## src/rtl/fpu_pkg.sv

```systemverilog
// ============================================================================
// Module  : fpu_pkg
// Brief   : Shared FP32 field constants, flag and class types for the FPU.
// Revision: 1.0 - initial release
// ============================================================================
`default_nettype none

package fpu_pkg;

   localparam int          EXP_W     = 8;
   localparam int          FRAC_W    = 23;
   localparam int          BIAS      = 127;
   localparam logic [31:0] CANON_NAN = 32'h7FC00000;

   typedef struct packed {
      logic nv;
      logic of;
      logic uf;
   } fflags_t;

   typedef enum logic [1:0] {
      NORMAL  = 2'd0,
      ZERO    = 2'd1,
      SUBNORM = 2'd2,
      SPECIAL = 2'd3
   } fp_class_t;

endpackage

`default_nettype wire

```

## src/rtl/fp32_classify.sv

```systemverilog
// ============================================================================
// Module  : fp32_classify
// Brief   : Combinational decode of an FP32 value into NaN/inf/zero/subnormal.
// Revision: 1.0 - initial release
// ============================================================================
`default_nettype none

module fp32_classify
   import fpu_pkg::*;
(
   input  logic [31:0] value,
   output logic        is_nan,
   output logic        is_inf,
   output logic        is_zero,
   output logic        is_subnorm
);

   logic [EXP_W-1:0]  w_exp;
   logic [FRAC_W-1:0] w_frac;
   logic              w_exp_max;
   logic              w_exp_min;
   logic              w_frac_nz;

   assign w_exp     = value[FRAC_W +: EXP_W];
   assign w_frac    = value[FRAC_W-1:0];
   assign w_exp_max = &w_exp;
   assign w_exp_min = ~|w_exp;
   assign w_frac_nz = |w_frac;

   assign is_nan     = w_exp_max &  w_frac_nz;
   assign is_inf     = w_exp_max & ~w_frac_nz;
   assign is_zero    = w_exp_min & ~w_frac_nz;
   assign is_subnorm = w_exp_min &  w_frac_nz;

endmodule

`default_nettype wire

```

## src/rtl/fpu_sub_result_stage.sv

```systemverilog
// ============================================================================
// Module  : fpu_sub_result_stage
// Brief   : Registers subtraction results with IEEE flags/class into a 2-entry
//           skid FIFO toward writeback; keeps sticky accumulated flags.
// Revision: 1.0 - initial release
// ============================================================================
`default_nettype none

module fpu_sub_result_stage
   import fpu_pkg::*;
#(
   parameter int TAG_W = 5
) (
   input  logic             clk,
   input  logic             nRST,
   input  logic             in_valid,
   output logic             in_ready,
   input  logic [31:0]      in_data1,
   input  logic [31:0]      in_data2,
   input  logic [31:0]      in_result,
   input  logic [TAG_W-1:0] in_tag,
   output logic             out_valid,
   input  logic             out_ready,
   output logic [31:0]      out_result,
   output logic [TAG_W-1:0] out_tag,
   output logic [2:0]       out_flags,
   output logic [1:0]       out_class,
   input  logic             fflags_clr,
   output logic [2:0]       fflags
);

   logic w_d1_nan, w_d1_inf, w_d1_zero, w_d1_sub;
   logic w_d2_nan, w_d2_inf, w_d2_zero, w_d2_sub;
   logic w_rs_nan, w_rs_inf, w_rs_zero, w_rs_sub;

   fp32_classify u_cls_d1 (
      .value      (in_data1),
      .is_nan     (w_d1_nan),
      .is_inf     (w_d1_inf),
      .is_zero    (w_d1_zero),
      .is_subnorm (w_d1_sub)
   );

   fp32_classify u_cls_d2 (
      .value      (in_data2),
      .is_nan     (w_d2_nan),
      .is_inf     (w_d2_inf),
      .is_zero    (w_d2_zero),
      .is_subnorm (w_d2_sub)
   );

   fp32_classify u_cls_rs (
      .value      (in_result),
      .is_nan     (w_rs_nan),
      .is_inf     (w_rs_inf),
      .is_zero    (w_rs_zero),
      .is_subnorm (w_rs_sub)
   );

   // Operand zero/subnormal status does not influence any flag.
   logic w_unused_opnd;
   assign w_unused_opnd = ^{w_d1_zero, w_d1_sub, w_d2_zero, w_d2_sub};

   fflags_t     w_flags;
   fp_class_t   w_class;
   logic [31:0] w_stored;
   logic        w_canon;

   always_comb begin
      w_flags.nv = w_d1_nan | w_d2_nan
                 | (w_d1_inf & w_d2_inf & (in_data1[31] == in_data2[31]));
      w_flags.of = w_rs_inf & ~(w_d1_nan | w_d1_inf | w_d2_nan | w_d2_inf);
      w_flags.uf = w_rs_sub;
      w_canon    = w_flags.nv | w_rs_nan;
      w_stored   = w_canon ? CANON_NAN : in_result;
      // Class of the stored value: canonical NaN and inf both land in SPECIAL.
      if (w_canon | w_rs_inf) begin
         w_class = SPECIAL;
      end else if (w_rs_zero) begin
         w_class = ZERO;
      end else if (w_rs_sub) begin
         w_class = SUBNORM;
      end else begin
         w_class = NORMAL;
      end
   end

   logic [1:0]       r_count;
   logic             r_wr_ptr;
   logic             r_rd_ptr;
   logic [31:0]      r_result [2];
   logic [TAG_W-1:0] r_tag    [2];
   logic [2:0]       r_flags  [2];
   logic [1:0]       r_class  [2];
   logic [2:0]       r_fflags;

   logic w_push;
   logic w_pop;

   assign in_ready  = (r_count != 2'd2);
   assign out_valid = (r_count != 2'd0);
   assign w_push    = in_valid & in_ready;
   assign w_pop     = out_valid & out_ready;

   always_ff @(posedge clk or negedge nRST) begin
      if (!nRST) begin
         r_count  <= 2'd0;
         r_wr_ptr <= 1'b0;
         r_rd_ptr <= 1'b0;
         r_fflags <= 3'b000;
         for (int i = 0; i < 2; i++) begin
            r_result[i] <= '0;
            r_tag[i]    <= '0;
            r_flags[i]  <= '0;
            r_class[i]  <= '0;
         end
      end else begin
         if (w_push) begin
            r_result[r_wr_ptr] <= w_stored;
            r_tag[r_wr_ptr]    <= in_tag;
            r_flags[r_wr_ptr]  <= w_flags;
            r_class[r_wr_ptr]  <= w_class;
            r_wr_ptr           <= ~r_wr_ptr;
         end
         if (w_pop) begin
            r_rd_ptr <= ~r_rd_ptr;
         end
         case ({w_push, w_pop})
            2'b10:   r_count <= r_count + 2'd1;
            2'b01:   r_count <= r_count - 2'd1;
            default: r_count <= r_count;
         endcase
         // A clear coinciding with a pop keeps only the popped entry's flags.
         if (w_pop | fflags_clr) begin
            r_fflags <= (fflags_clr ? 3'b000 : r_fflags)
                      | (w_pop ? r_flags[r_rd_ptr] : 3'b000);
         end
      end
   end

   assign out_result = out_valid ? r_result[r_rd_ptr] : 32'h0;
   assign out_tag    = out_valid ? r_tag[r_rd_ptr]    : '0;
   assign out_flags  = out_valid ? r_flags[r_rd_ptr]  : 3'b000;
   assign out_class  = out_valid ? r_class[r_rd_ptr]  : 2'b00;
   assign fflags     = r_fflags;

endmodule

`default_nettype wire
```

## config.mk

```make
export PLATFORM = sky130hd
export DESIGN_NAME = fpu_sub_result_stage
export DESIGN_NICKNAME = d
export VERILOG_FILES = /design/src/rtl/fpu_pkg.sv /design/src/rtl/fp32_classify.sv /design/src/rtl/fpu_sub_result_stage.sv
export SDC_FILE = /design/constraint.sdc
export NUM_CORES = 1
export LEC_CHECK = 0
export CAP_MARGIN = 30
export CORE_AREA = 2 2 102 104
export DETAILED_ROUTE_END_ITERATION = 8
export DIE_AREA = 0 0 104 106
export PLACE_DENSITY_LB_ADDON = 0.08
export SYNTH_ARGS = -nofsm -noshare
export SYNTH_HDL_FRONTEND = slang
export SYNTH_SLANG_ARGS = --single-unit
```

## constraint.sdc

```tcl
create_clock -name clk -period 3.69 [get_ports clk]
set_input_delay 0.369 -clock clk [delete_from_list [all_inputs] [get_ports clk]]
set_output_delay 0.369 -clock clk [all_outputs]
set_load 0.02 [all_outputs]
```

==> flow_summary.json <==
{
  "antenna_found_initial": 0,
  "cts_tree": "done",
  "die_w_um": 104,
  "clockRootBuffer": "clkbuf_8",
  "total_power_mw": 5.134,
  "async_flop_share_pct": 100.0,
  "fin_util_pct": 63.24,
  "totalNegativeSetupSlack_ns": 0,
  "first_pass_iters": 4,
  "yosysWarnings": 0,
  "postRouteAntennaNets": 0,
  "synth_area_mm2": 0.004504,
  "crit_buf_inv": 2,
  "relSlewSlack_pct": 33.71,
  "chipHeight_um": 106,
  "vias_per_cell": 5.239,
  "fill_cells": 883,
  "worstPathRequired_ns": 3.32,
  "hold_buffers": 0,
  "grt_pass1_vias": 4184,
  "rr_startpoint": "r_count[0]",
  "startpoint_type": "register",
  "fin_skew_ns": 0.009520,
  "synth.area.top_cells": "dfrtp_1 (51%), nand2_1 (11%), mux2i_1 (9.3%), o21ai_0 (5.1%), nor2_1 (4.3%)",
  "wl_per_cell_um": 15.72,
  "syn_nets": 604,
  "ios": 153,
  "synth_top_cell_area_share_pct": 50.56,
  "drtIter0Drc": 218,
  "instances_no_fill": 777,
  "start_util_pct": 45.05,
  "ys.flop_type": "dfrtp_1",
  "r2r_cells": 6,
  "p_per_area_mw_per_mm2": 811.8,
  "finalWorstSetupSlack_ns": 0.7945,
  "yosysTopAreaCell": "dfrtp_1",
  "synth-edff-count": 0,
  "place_congestion": 0.8046,
  "seq_area_frac_synth_pct": 50.56,
  "status": "completed",
  "worst_setup_path_end_kind": "primary output",
  "crit_type": "reg2out",
  "crit_family": "flip-flops",
  "clk_pin_slew_ns": 0.09,
  "hpwlAfterDp_um": 8757,
  "core_area_mm2": 0.01000,
  "post-place-ws_ns": 0.8267,
  "multiInputGateArea_mm2": 0.002077,
  "crit_chain": "buf_4 -> mux2i_1 -> nor2_1 -> clkdlybuf4s50_1",
  "wirelength_um": 12210,
  "finalMaxSlewViolations": 0,
  "slowest_stage": "dfrtp_2",
  "drcViolationCount": 0,
  "std_cell_rows": 37,
  "syn_avg_cell_area_um2": 9.063,
  "seq_area_mm2": 0.002278,
  "rsz0062_at_grt": "false",
  "final_hold_viol_count": 0,
  "grt_pass1_wl_um": 20440,
  "regToRegSetupSlack_ns": 1.49,
  "final_common_cell": "clkdlybuf4s50_1",
  "area_growth_pct": 40.39,
  "vias": 4071,
  "hold_path.class": "in2async",
  "post_cts_buffers": 0,
  "clock.fmax_ghz": 0.3454,
  "setup_viol": 0,
  "nNetsFinal": 743,
  "cp_data_arrival_time_ns": 2.53,
  "drive_above_1_share_pct": 5.772,
  "antenna_cells": 0,
  "clock-sinks": 91,
  "rr_endpoint": "r_class[2]",
  "holdWs_ns": 0.05799,
  "cts_buffer_depth": 2,
  "ir_drop_v": 0.0005160,
  "grt_overflow_total": 0,
  "drv_cap": 0,
  "track_usage_pct": 22.94,
  "finalCritPeriodShare_pct": 78.47,
  "synth_seq_cells": 91,
  "synth_cells": 497,
  "place_area_mm2": 0.006123,
  "cts_htree_levels": 3,
  "crit_fanout": 26,
  "portBuffers": 152,
  "die_area_mm2": 0.01102,
  "leakagePower_nw": 2.710,
  "cts_made_buffers": 9,
  "dp.cells": 761,
  "mostFrequentLayoutCells": "clkdlybuf4s50_1 (151), nand2_1 (134), dfrtp_1 (90), nor2_1 (50), o21ai_0 (46)",
  "final_area_mm2": 0.006324,
  "slowest_delay_ns": 0.92,
  "synth_cell_type_count": 32,
  "post_cts_resize_count": 0,
  "clkLatencyLatePin_ns": 0.35,
  "min_period_ns": 2.895,
  "tightest_slew_ns": 0.9896,
  "grt_max_degree": 56
}
power by group:
part	leakage (nW)	switching [mW]	internal (mW)
Combinational	1.50	1.41	1.28
Clock	0.0979	0.366	0.322
Sequential	1.11	0.312	1.44
worst register-to-register path, cell delays in order, from the launching register on:
cell and delay [ns]:
dfrtp_1 0.48, or2b_1 0.21, nand2_1 0.14, nor2_2 0.43
buf_4 0.40, nand2_1 0.13, o32a_1 0.29
state kept, by name, indices dropped and copies added (netlist names):
| signal | flops |
|---|---|
| r_rd_ptr | 1 |
| r_class | 4 |
| r_count | 2 |
| r_wr_ptr | 1 |
| r_result | 64 |
| r_flags | 6 |
| r_tag | 10 |
| fflags | 3 |
cells in the mapped netlist (2+ instances only):
cell / instances
nor4_1: 18
o31a_1: 9
nor3_1: 4
nand2b_1: 18
mux2_2: 3
a31oi_1: 2
o22a_1: 9
clkbuf_1: 14
o22ai_1: 3
nand2_1: 134
nor2_1: 52
o32a_1: 4
nand4_1: 9
dfrtp_1: 91
or2_2: 3
xnor2_1: 3
o21ai_0: 46
mux2i_1: 42
xor2_1: 2
inv_1: 5
buf_2: 8
clkbuf_2: 4
buf_1: 5
cell families (layout without fill, tap and decap cells):
group                    Yosys count  count (layout)  synth area share [%]
XOR/XNOR                           5               5                0.9724
AND/OR/NAND/NOR                  241             241                 23.03
flip-flops                        91              91                 50.56
adder cells (fa/ha/maj)            1               1                0.2777
AO/OA/AOI/OAI                     77              77                 11.50
multiplexers                      45              45                 10.08
buffers and inverters             37             181                 3.583
per-layer routing:
| metal | share of wire [%] | GRT usage, % | vias to the layer above |
|---|---|---|---|
| li1 | - | - | 1968 |
| met1 | 43 | 30.06 | 1946 |
| met2 | 49 | 39.00 | 143 |
| met3 | 7.3 | 5.028 | 14 |
| met4 | 1.2 | 5.598 | 0 |
| met5 | 0 | 0 | - |
worst max-delay path by stage:
stage                        from              to  slack, ns  cells after the start
floorplan              r_count[1]    r_result[62]       1.84                      6
global placement    in_result[16]    r_result[13]       0.89                      7
detailed placement  in_result[27]    r_result[13]       0.83                      6
CTS                      r_rd_ptr   out_result[3]       0.79                      4
global route             r_rd_ptr  out_result[22]       0.69                      4
finish                   r_rd_ptr   out_result[2]       0.79                      4
area by class of cell:
class	instances	share of cell area [%]
Sequential cell	91	36.03
Tap cell	136	2.691
Inverter	5	0.2968
Clock buffer	10	2.018
Multi-Input combinational cell	369	32.85
Timing Repair Buffer	160	24.97
Clock inverter	6	1.148
Power figures use the tool's default switching activity.
